[src/rtl/nv_nvdla_cmac_csb_slave_pkg.sv]
// CMAC CSB slave shared definitions: request field map,
// response type codes, register offsets and group limits.
package nv_nvdla_cmac_csb_slave_pkg;

  localparam int REQ_W  = 63;
  localparam int RESP_W = 34;

  localparam int ADDR_LSB    = 0;
  localparam int ADDR_MSB    = 21;
  localparam int WDAT_LSB    = 22;
  localparam int WDAT_MSB    = 53;
  localparam int WRITE_BIT   = 54;
  localparam int NPOSTED_BIT = 55;
  localparam int SRCPRIV_BIT = 56;
  localparam int WRBE_LSB    = 57;
  localparam int WRBE_MSB    = 60;
  localparam int LEVEL_LSB   = 61;
  localparam int LEVEL_MSB   = 62;

  localparam logic RESP_TYPE_RD = 1'b0;
  localparam logic RESP_TYPE_WR = 1'b1;

  localparam logic [9:0] OFF_S_STATUS    = 10'h000;
  localparam logic [9:0] OFF_S_POINTER   = 10'h001;
  localparam logic [9:0] OFF_D_OP_ENABLE = 10'h002;
  localparam logic [9:0] OFF_D_CFG       = 10'h003;

  localparam int NDREG_MAX = 16;

  typedef struct packed {
    logic [1:0]  level;
    logic [3:0]  wrbe;
    logic        srcpriv;
    logic        nposted;
    logic        write;
    logic [31:0] wdat;
    logic [21:0] addr;
  } req_t;

  function automatic logic [31:0] be2mask(
    input logic [3:0] be
  );
    return {{8{be[3]}}, {8{be[2]}},
            {8{be[1]}}, {8{be[0]}}};
  endfunction

endpackage

[src/rtl/nv_nvdla_cmac_csb_slave_if.sv]
// CSB request/response bundle between csb master and CMAC.
// master drives req_pvld/req_pd; slave drives prdy and resp.
interface nv_nvdla_cmac_csb_slave_if;

  logic csb2cmac_req_pvld;
  logic csb2cmac_req_prdy;
  logic [nv_nvdla_cmac_csb_slave_pkg::REQ_W-1:0]
        csb2cmac_req_pd;
  logic cmac2csb_resp_valid;
  logic [nv_nvdla_cmac_csb_slave_pkg::RESP_W-1:0]
        cmac2csb_resp_pd;

  modport master (
    output csb2cmac_req_pvld,
    output csb2cmac_req_pd,
    input  csb2cmac_req_prdy,
    input  cmac2csb_resp_valid,
    input  cmac2csb_resp_pd
  );

  modport slave (
    input  csb2cmac_req_pvld,
    input  csb2cmac_req_pd,
    output csb2cmac_req_prdy,
    output cmac2csb_resp_valid,
    output cmac2csb_resp_pd
  );

endinterface

[src/rtl/nv_nvdla_cmac_csb_dual_group.sv]
// One ping-pong register group: op_en plus NDREG data regs.
// Ports: cfg write strobe/index/data/mask, op set, op clear.
module nv_nvdla_cmac_csb_dual_group
  import nv_nvdla_cmac_csb_slave_pkg::*;
#(
  parameter int NDREG = 4
) (
  input  logic               clk,
  input  logic               rst_n,
  input  logic               cfg_we,
  input  logic [3:0]         cfg_idx,
  input  logic [31:0]        wdat,
  input  logic [31:0]        wmask,
  input  logic               op_set,
  input  logic               op_clr,
  output logic               op_en,
  output logic [32*NDREG-1:0] cfg
);

  always_ff @(posedge clk or negedge rst_n) begin
    if (!rst_n) begin
      op_en <= 1'b0;
      cfg   <= '0;
    end else begin
      // set wins: a same-cycle set was already
      // qualified against the post-clear op_en
      if (op_set)
        op_en <= 1'b1;
      else if (op_clr)
        op_en <= 1'b0;
      for (int k = 0; k < NDREG; k++) begin
        if (cfg_we && cfg_idx == 4'(k))
          cfg[32*k +: 32] <=
            (cfg[32*k +: 32] & ~wmask) |
            (wdat & wmask);
      end
    end
  end

endmodule

[src/rtl/nv_nvdla_cmac_csb_slave.sv]
// CMAC CSB register responder: pointers, decode, response reg.
// Ports: csb slave modport, dp_op_en/dp_cfg/dp_done. Macro CMAC_CSB_ERR_RESP_EN.
module nv_nvdla_cmac_csb_slave
  import nv_nvdla_cmac_csb_slave_pkg::*;
#(
  parameter int NDREG = 4
) (
  input  logic                nvdla_core_clk,
  input  logic                nvdla_core_rstn,
  nv_nvdla_cmac_csb_slave_if.slave csb,
  output logic                dp_op_en,
  output logic [32*NDREG-1:0] dp_cfg,
  input  logic                dp_done
);

  req_t        req;
  logic [9:0]  off;
  logic [3:0]  cfg_idx;
  logic [31:0] wmask;
  logic        pvld;
  logic        wr;

  logic        producer;
  logic        consumer;
  logic [1:0]  g_op;
  logic [32*NDREG-1:0] g_cfg [2];
  logic [1:0]  g_clr;
  logic [1:0]  g_set;
  logic [1:0]  g_we;

  logic is_status;
  logic is_ptr;
  logic is_op;
  logic is_cfg;
  logic unmapped;
  logic done_hit;
  logic prod_op;
  logic lock;
  logic d_we;
  logic err;
  logic [31:0] rdat;
  logic [32*NDREG-1:0] prod_cfg;

  logic        resp_valid;
  logic [33:0] resp_pd;

  logic unused_ok;

  assign req     = req_t'(csb.csb2cmac_req_pd);
  assign pvld    = csb.csb2cmac_req_pvld;
  assign off     = req.addr[9:0];
  assign cfg_idx = 4'(off - OFF_D_CFG);
  assign wmask   = be2mask(req.wrbe);
  assign wr      = pvld & req.write;

  assign unused_ok = ^{req.srcpriv, req.level,
                       req.addr[21:10]};

  assign is_status = (off == OFF_S_STATUS);
  assign is_ptr    = (off == OFF_S_POINTER);
  assign is_op     = (off == OFF_D_OP_ENABLE);
  assign is_cfg    = (off >= OFF_D_CFG) &&
                     (off < OFF_D_CFG + 10'(NDREG));
  assign unmapped  = ~(is_status | is_ptr |
                       is_op | is_cfg);

  // dp_done retires the consumer layer before the
  // request is judged against the lock
  assign done_hit = dp_done & g_op[consumer];
  assign g_clr[0] = done_hit & ~consumer;
  assign g_clr[1] = done_hit &  consumer;
  assign prod_op  = g_op[producer] & ~g_clr[producer];

  assign lock = wr & (is_op | is_cfg) & prod_op;
  assign d_we = wr & ~lock;

  for (genvar i = 0; i < 2; i++) begin : g_grp
    assign g_set[i] = d_we & is_op & req.wdat[0] &
                      req.wrbe[0] & (producer == 1'(i));
    assign g_we[i]  = d_we & is_cfg &
                      (producer == 1'(i));

    nv_nvdla_cmac_csb_dual_group #(
      .NDREG (NDREG)
    ) u_grp (
      .clk     (nvdla_core_clk),
      .rst_n   (nvdla_core_rstn),
      .cfg_we  (g_we[i]),
      .cfg_idx (cfg_idx),
      .wdat    (req.wdat),
      .wmask   (wmask),
      .op_set  (g_set[i]),
      .op_clr  (g_clr[i]),
      .op_en   (g_op[i]),
      .cfg     (g_cfg[i])
    );
  end

  assign prod_cfg = g_cfg[producer];

  always_comb begin
    rdat = 32'h0;
    unique case (1'b1)
      is_status: begin
        rdat[0]  = g_op[0];
        rdat[16] = g_op[1];
      end
      is_ptr: begin
        rdat[0]  = producer;
        rdat[16] = consumer;
      end
      is_op: begin
        rdat[0] = g_op[producer];
      end
      is_cfg: begin
        for (int k = 0; k < NDREG; k++)
          if (cfg_idx == 4'(k))
            rdat = prod_cfg[32*k +: 32];
      end
      default: rdat = 32'h0;
    endcase
  end

`ifdef CMAC_CSB_ERR_RESP_EN
  assign err = unmapped | lock |
               (req.write & is_status);
`else
  assign err = 1'b0;
`endif

  always_ff @(posedge nvdla_core_clk or
              negedge nvdla_core_rstn) begin
    if (!nvdla_core_rstn) begin
      producer   <= 1'b0;
      consumer   <= 1'b0;
      resp_valid <= 1'b0;
      resp_pd    <= '0;
    end else begin
      if (wr && is_ptr && req.wrbe[0])
        producer <= req.wdat[0];
      if (done_hit)
        consumer <= ~consumer;
      resp_valid <= pvld &
                    (~req.write | req.nposted);
      if (pvld)
        resp_pd <= {req.write ? RESP_TYPE_WR
                              : RESP_TYPE_RD,
                    err,
                    req.write ? 32'h0 : rdat};
    end
  end

  assign csb.csb2cmac_req_prdy   = 1'b1;
  assign csb.cmac2csb_resp_valid = resp_valid;
  assign csb.cmac2csb_resp_pd    = resp_pd;
  assign dp_op_en = g_op[consumer];
  assign dp_cfg   = g_cfg[consumer];

endmodule

[src/flat_wrapper.sv]
// flat-port wrapper written by rule: the top's interface ports become plain ports
module nv_nvdla_cmac_csb_slave_flat import nv_nvdla_cmac_csb_slave_pkg::*;
#(
  parameter int NDREG = 4
)
  (nvdla_core_clk, nvdla_core_rstn, dp_op_en, dp_cfg, dp_done, csb_csb2cmac_req_pvld, csb_csb2cmac_req_pd, csb_csb2cmac_req_prdy, csb_cmac2csb_resp_valid, csb_cmac2csb_resp_pd);
  nv_nvdla_cmac_csb_slave_if csb_i ();
  input  logic nvdla_core_clk;
  input  logic nvdla_core_rstn;
  output logic dp_op_en;
  output logic [32*NDREG-1:0] dp_cfg;
  input  logic dp_done;
  input wire logic [$bits(csb_i.csb2cmac_req_pvld)-1:0] csb_csb2cmac_req_pvld;
  input wire logic [$bits(csb_i.csb2cmac_req_pd)-1:0] csb_csb2cmac_req_pd;
  output wire logic [$bits(csb_i.csb2cmac_req_prdy)-1:0] csb_csb2cmac_req_prdy;
  output wire logic [$bits(csb_i.cmac2csb_resp_valid)-1:0] csb_cmac2csb_resp_valid;
  output wire logic [$bits(csb_i.cmac2csb_resp_pd)-1:0] csb_cmac2csb_resp_pd;
  assign csb_i.csb2cmac_req_pvld = csb_csb2cmac_req_pvld;
  assign csb_i.csb2cmac_req_pd = csb_csb2cmac_req_pd;
  assign csb_csb2cmac_req_prdy = csb_i.csb2cmac_req_prdy;
  assign csb_cmac2csb_resp_valid = csb_i.cmac2csb_resp_valid;
  assign csb_cmac2csb_resp_pd = csb_i.cmac2csb_resp_pd;
  nv_nvdla_cmac_csb_slave #(.NDREG(NDREG)) u_core (.nvdla_core_clk(nvdla_core_clk), .nvdla_core_rstn(nvdla_core_rstn), .csb(csb_i), .dp_op_en(dp_op_en), .dp_cfg(dp_cfg), .dp_done(dp_done));
endmodule
[config.mk]
export PLATFORM = sky130hd
export DESIGN_NAME = nv_nvdla_cmac_csb_slave_flat
export DESIGN_NICKNAME = d
export VERILOG_FILES = /design/src/rtl/nv_nvdla_cmac_csb_slave_pkg.sv /design/src/rtl/nv_nvdla_cmac_csb_slave_if.sv /design/src/rtl/nv_nvdla_cmac_csb_dual_group.sv /design/src/rtl/nv_nvdla_cmac_csb_slave.sv /design/src/flat_wrapper.sv
export SDC_FILE = /design/constraint.sdc
export NUM_CORES = 1
export LEC_CHECK = 0
export BUFFER_PORTS_ARGS = -buffer_cell sky130_fd_sc_hd__buf_2
export CAP_MARGIN = 20
export CORE_ASPECT_RATIO = 0.6
export CORE_MARGIN = 8
export CORE_UTILIZATION = 44
export DETAILED_ROUTE_END_ITERATION = 8
export GPL_TIMING_DRIVEN = 0
export SLEW_MARGIN = 20
export SYNTH_ARGS = -nofsm -noshare
export SYNTH_HDL_FRONTEND = slang
export SYNTH_HIERARCHICAL = 1
export SYNTH_SLANG_ARGS = --single-unit
[constraint.sdc]
create_clock -name nvdla_core_clk -period 7.63 [get_ports nvdla_core_clk]
set_input_delay 1.526 -clock nvdla_core_clk [delete_from_list [all_inputs] [get_ports nvdla_core_clk]]
set_output_delay 1.526 -clock nvdla_core_clk [all_outputs]
set_load 0.1 [all_outputs]
* Word level (Yosys, flattened, before mapping)
Index checks and enable logic that the tools add are counted.
** Word-level totals
- Register bits :: 294
- Input bits :: 67
- Output and inout bits :: 165
- Word-level logic and storage cells :: 111
** Cells by class
- Add/subtract/negate cells :: 1
- $lt $le $gt $ge :: 6
- Equal/unequal tests :: 5
- Multiplexer cells :: 26
- Bitwise operators :: 44
- Reduce and logical (&&, ||, !) cells :: 15
** Operators by type and width (count)
- $mux W128 :: 6
- $and A32 B32 Y32 :: 9
- $or A32 B32 Y32 :: 8
- $mux W32 :: 5
- $not A32 Y32 :: 1
- $mux W15 :: 2
- $and A1 B1 Y1 :: 17
- $logic_and A1 B1 Y1 :: 11
- $mux W1 :: 11
- $eq A10 B1 Y1 const B :: 1
- $eq A10 B2 Y1 const B :: 1
- $ge A10 B2 Y1 const B :: 1
- $logic_not A10 Y1 :: 1
- $lt A10 B3 Y1 const B :: 1
- $eq A4 B2 Y1 const B :: 2
- $not A1 Y1 :: 5
- $eq A4 B1 Y1 const B :: 1
- $ge A2 B2 Y1 const B :: 2
- $logic_not A4 Y1 :: 1
- $lt A1 B2 Y1 const B :: 2
- $not A1 Y2 :: 2
- $pmux W1 S4 :: 1
- $reduce_bool A2 Y1 :: 2
- $sub A4 B2 Y4 const B :: 1
- other kinds (2) :: 3

* Depth between registers and ports, before layout
- Word-level depth :: 16
- Gate-level depth with buffers :: 11
- Depth with buffers taken out :: 7

* Hierarchy
The synthesis kept the hierarchy.
** Modules (own cells, without submodules)
- nv_nvdla_cmac_csb_dual_group :: instances 2, cells an instance 445, area each 5641.7 um^2
- nv_nvdla_cmac_csb_slave :: instances 1, cells an instance 576, area each 5352.6 um^2

* Worst setup path before layout
Ideal clock, no wire load.
- Kind :: flip-flop to output port
- Start :: reg u_core.consumer
- End :: out dp_op_en
- Arrival :: 2.973 ns
- Setup slack :: 3.131 ns
- Cell stages (with the launch flop) :: 5
- Cells stage by stage :: dfrtp_1 clkbuf_1 clkbuf_1 buf_2 o21ai_0
** Between the ends
- Word-level cells in the longest chain between the ends :: 2
** Ends and longest elaborated chain
- start, declared :: line nv_nvdla_cmac_csb_slave.sv:24 : logic consumer;
- start signal, assigned :: line nv_nvdla_cmac_csb_slave.sv:142 : consumer <= ~consumer;
- $mux W1 (not written as such) (2 in series) :: line nv_nvdla_cmac_csb_slave.sv:156 : assign dp_op_en = g_op[consumer];
- end, declared :: line flat_wrapper.sv:10 : output logic dp_op_en;
No other way between the ends. The select of a mux whose other input is x is not followed.

* Final worst setup path
- Start :: reg u_core.consumer
- End :: out dp_cfg[93]
** Between the ends
- Word-level cells in the longest chain between the ends :: 4
** Ends and longest elaborated chain
- $not A1 Y2 (not written as such) :: line nv_nvdla_cmac_csb_slave.sv:157 : assign dp_cfg = g_cfg[consumer];
- $mux W128 (not written as such) (3 in series) :: line nv_nvdla_cmac_csb_slave.sv:157
- end, declared :: line flat_wrapper.sv:11 : output logic [32*NDREG-1:0] dp_cfg;
No other way between the ends. The select of a mux whose other input is x is not followed.

==> out/summary.txt <==
Xor/xnor share of the synthesized area = 0.105%
Sequential-to-total area share from yosys stat = 44.2%
Routability cong. = 0.859
Placed instance area = 18400 sq um
Clock transition at the registers of the reported paths = 0.07 ns
Series of cell instances along the critical path = clkbuf_1 > clkbuf_1 > buf_2 > mux2_2 > buf_2
Boundary Pins = 232
Pwr dens = 169 nW/um^2
Die area = 44500 sq um
Stage delay of the slowest cell on the critical path = 0.52 ns
Number of cell rows = 55
Worst-Skew Late Latency = 0.58 ns
DR WL/cell = 25.0 um
RSZ-0062 raised after global routing = false
Run status = complete, no violations
Worst min-delay path category = flip-flop to flip-flop
Vias per std cell = 5.73
Post-CTS setup-driven buffer insertion count = 0
#FFs+latches synth = 294
Chip Width = 267 um
Crit-path leading delay family = buffers and inverters
Fraction of registers with async set or reset after synthesis = 100%
CTS sink cnt = 294
Area growth, synth to finish = 16.7%
Net count of the finished layout = 1786
Startpoint type of the worst setup path = flip-flop
Category of the worst setup path capture point = output pin
H-Tree Depth = 1
Main combinational cell family by area after synthesis = multiplexers
Overall die height = 167 um
Library cells used by synthesis = 46
Share of layout cells above drive strength 1 = 43.0%
DRC violation count after routing = 0
Leakage power = 9.17 nW
Clock buffers created by TritonCTS = 30
Total of fill cells in the finished design = 3394
Fin Clk Skew = 0.0158 ns
Adder and majority cell fraction of the synthesized area = 0.376%
Std-Cell Core Area = 37500 sq um
Slew margin rel. = 25.0%
Max-Cap Viols = 0
Fraction of the mapped netlist area in simple logic gates = 10.9%
Clock tree from TritonCTS = done
Shortest clock period the worst path allows after layout = 4.33 ns
Crit path buf inv count = 4
Final antenna-violating net count = 0
Count of final max-slew check failures = 0
Final-report hold violation count = 0
Hold slack final = 0.508 ns
Syn avg cell area = 11.3 sq um
Maximum VDD drop = 0.154 mV
Commonest cells after routing, fill and taps aside = sky130_fd_sc_hd__mux2_2 (409), sky130_fd_sc_hd__dfrtp_1 (294), sky130_fd_sc_hd__buf_2 (236)
GRT Overall Usage = 24.5%
Setup-failing EPs final = 0
Final Cell Area = 19400 sq um
Initial antenna violation count = 1
Cell count after synthesis = 1466
Initial cell density of the core = 44.4%
Multiplexer area fraction after synthesis = 33.7%
Post-synth design cell area = 16600 sq um
Root buffer cell = sky130_fd_sc_hd__clkbuf_16
Cell with the largest stage delay on the worst path = sky130_fd_sc_hd__buf_2
Port Buffer Count = 213
Fin crit share = 56.7%
Warnings, synthesis = 6
Hold buffer count at cts = 0
Number of enable flip-flop cells after synthesis = 0
Crit path required time = 6.10 ns
Routed wire length = 56200 um
Wire length of the first global-routing pass = 84000 um
Worst-case clock buffer depth = 3
Prevailing post-synth register cell = sky130_fd_sc_hd__dfrtp_1
Number of global-route vias before repair = 13000
Post-detailed-placement half-perimeter wirelength = 39300 um
Data arrival time at the worst-slack endpoint = 2.80 ns
Slew at the pin closest to its max-slew limit = 1.12 ns
Post-Synthesis Net Count = 1538
Post-cts gate resize count = 0
Type of the setup path with the least slack = flip-flop to output pin
Remaining global-route overflow = 0
Synth Area in Compound Gates = 5.90%
Total number of vias = 12900
Leading cell type in the layout, fill and taps excluded = sky130_fd_sc_hd__mux2_2
Upper clock frequency limit = 231 MHz
Drt pass-1 iters = 6
Pin count of the biggest net entering global routing = 87
Max Fanout on Critical Path = 10
Starting DRC count in detailed routing = 1003
==> cell families (layout without fill, tap and decap cells) <==
kind of cell,count (synthesis),count (layout)
buffers and inverters,147,415
other,2,3
multiplexers,509,509
AO/OA/AOI/OAI,142,142
flip-flops,294,294
XOR/XNOR,2,2
AND/OR/NAND/NOR,365,365
adder cells (fa/ha/maj),5,5
==> where the power goes <==
group / internal (mW) / total, mW / switching (mW) / leakage (nW)
clock network: 0.856 / 1.50 / 0.643 / 0.471
logic: 0.0513 / 0.222 / 0.170 / 4.60
registers: 1.56 / 1.56 / 0.00107 / 4.10
==> metrics by stage <==
stage | setup WS, ns | setup TNS, ns | total power [mW] | utilization, % | instances
2_1_floorplan | 3.13 | 0 | 1.68 | - | 1466
3_3_place_gp | -0.805 | -224.75 | 1.80 | 48.9 | 2192
3_5_place_dp | 3.29 | 0 | 1.81 | 49.2 | 2195
4_1_cts | 3.32 | 0 | 3.32 | 51.8 | 2247
5_1_grt | 3.20 | 0 | 3.40 | 51.8 | 2248
6_report | 3.30 | 0 | 3.28 | 51.8 | 2248
==> worst paths after layout <==
check | from | end | slack, ns | cells after the start
min in group asynchronous | nvdla_core_rstn | asynchronous set/reset pin | 0.90 | 1
setup reg to reg | u_core/producer | flip-flop | 4.59 | 11
max in group asynchronous | nvdla_core_rstn | asynchronous set/reset pin | 5.46 | 3
setup / recovery | u_core/consumer | dp_cfg[93] | 3.30 | 5
hold reg to reg | u_core/g_grp[0].u_grp/op_en | u_core/g_grp[0].u_grp/op_en | 0.51 | 1
hold / removal | u_core/g_grp[0].u_grp/op_en | u_core/g_grp[0].u_grp/op_en | 0.51 | 1
==> routing by layer <==
layer / up-vias / global-route usage (%) / routed length (um) / part of all wire (%)
li1: 5796 / - / - / -
met1: 6523 / 36.3 / 26400 / 47
met2: 479 / 36.4 / 24300 / 43
met3: 84 / 4.40 / 3990 / 7.1
met4: 0 / 5.99 / 1410 / 2.5
met5: - / 0 / 0 / 0
==> area by class of cell <==
cell class,instances,area (sq um),area share (%)
antenna,1,2.50,0.0129
buffer,107,634,3.27
clock buffer,43,871,4.49
clock inverter,9,106,0.548
inverter,40,150,0.773
multi-input combinational,1025,8490,43.7
sequential,294,7360,37.9
tap,513,642,3.31
timing repair buffer,216,1160,5.97
==> cells in the mapped netlist (3+ instances only) <==
master	count	share of area, %
sky130_fd_sc_hd__nor2b_1	71	2.7
sky130_fd_sc_hd__clkbuf_1	35	0.79
sky130_fd_sc_hd__nor3_1	7	0.21
sky130_fd_sc_hd__inv_1	39	0.88
sky130_fd_sc_hd__o32ai_1	6	0.32
sky130_fd_sc_hd__buf_4	30	1.4
sky130_fd_sc_hd__a21oi_1	34	1.0
sky130_fd_sc_hd__mux2i_1	95	5.7
sky130_fd_sc_hd__o21ai_0	3	0.090
sky130_fd_sc_hd__ha_1	5	0.38
sky130_fd_sc_hd__dfrtp_1	294	44
sky130_fd_sc_hd__a211oi_1	6	0.27
sky130_fd_sc_hd__nand2b_1	3	0.11
sky130_fd_sc_hd__buf_1	6	0.14
sky130_fd_sc_hd__nor4_1	5	0.19
sky130_fd_sc_hd__nand2_1	133	3.0
sky130_fd_sc_hd__buf_6	12	0.81
sky130_fd_sc_hd__nand3_1	129	3.9
sky130_fd_sc_hd__o221ai_1	27	1.4
sky130_fd_sc_hd__buf_2	24	0.72
sky130_fd_sc_hd__nor2_1	5	0.11
sky130_fd_sc_hd__mux2_2	409	28
sky130_fd_sc_hd__a22oi_1	27	1.2
sky130_fd_sc_hd__o22ai_1	29	1.1
sky130_fd_sc_hd__mux2_1	5	0.34
==> worst reg2reg max path, cell delays in order (launching register included) <==
cell and delay, ns:
sky130_fd_sc_hd__dfrtp_1 0.33, sky130_fd_sc_hd__buf_2 0.14, sky130_fd_sc_hd__buf_2 0.28, sky130_fd_sc_hd__buf_4 0.29, sky130_fd_sc_hd__a211oi_1 0.09, sky130_fd_sc_hd__a31o_2 0.24
sky130_fd_sc_hd__nor4_1 0.33, sky130_fd_sc_hd__nor4b_2 0.25, sky130_fd_sc_hd__buf_4 0.29, sky130_fd_sc_hd__buf_6 0.20, sky130_fd_sc_hd__nand3_1 0.10, sky130_fd_sc_hd__mux2_1 0.37
Note: power is estimated with default switching activity, not from simulation.
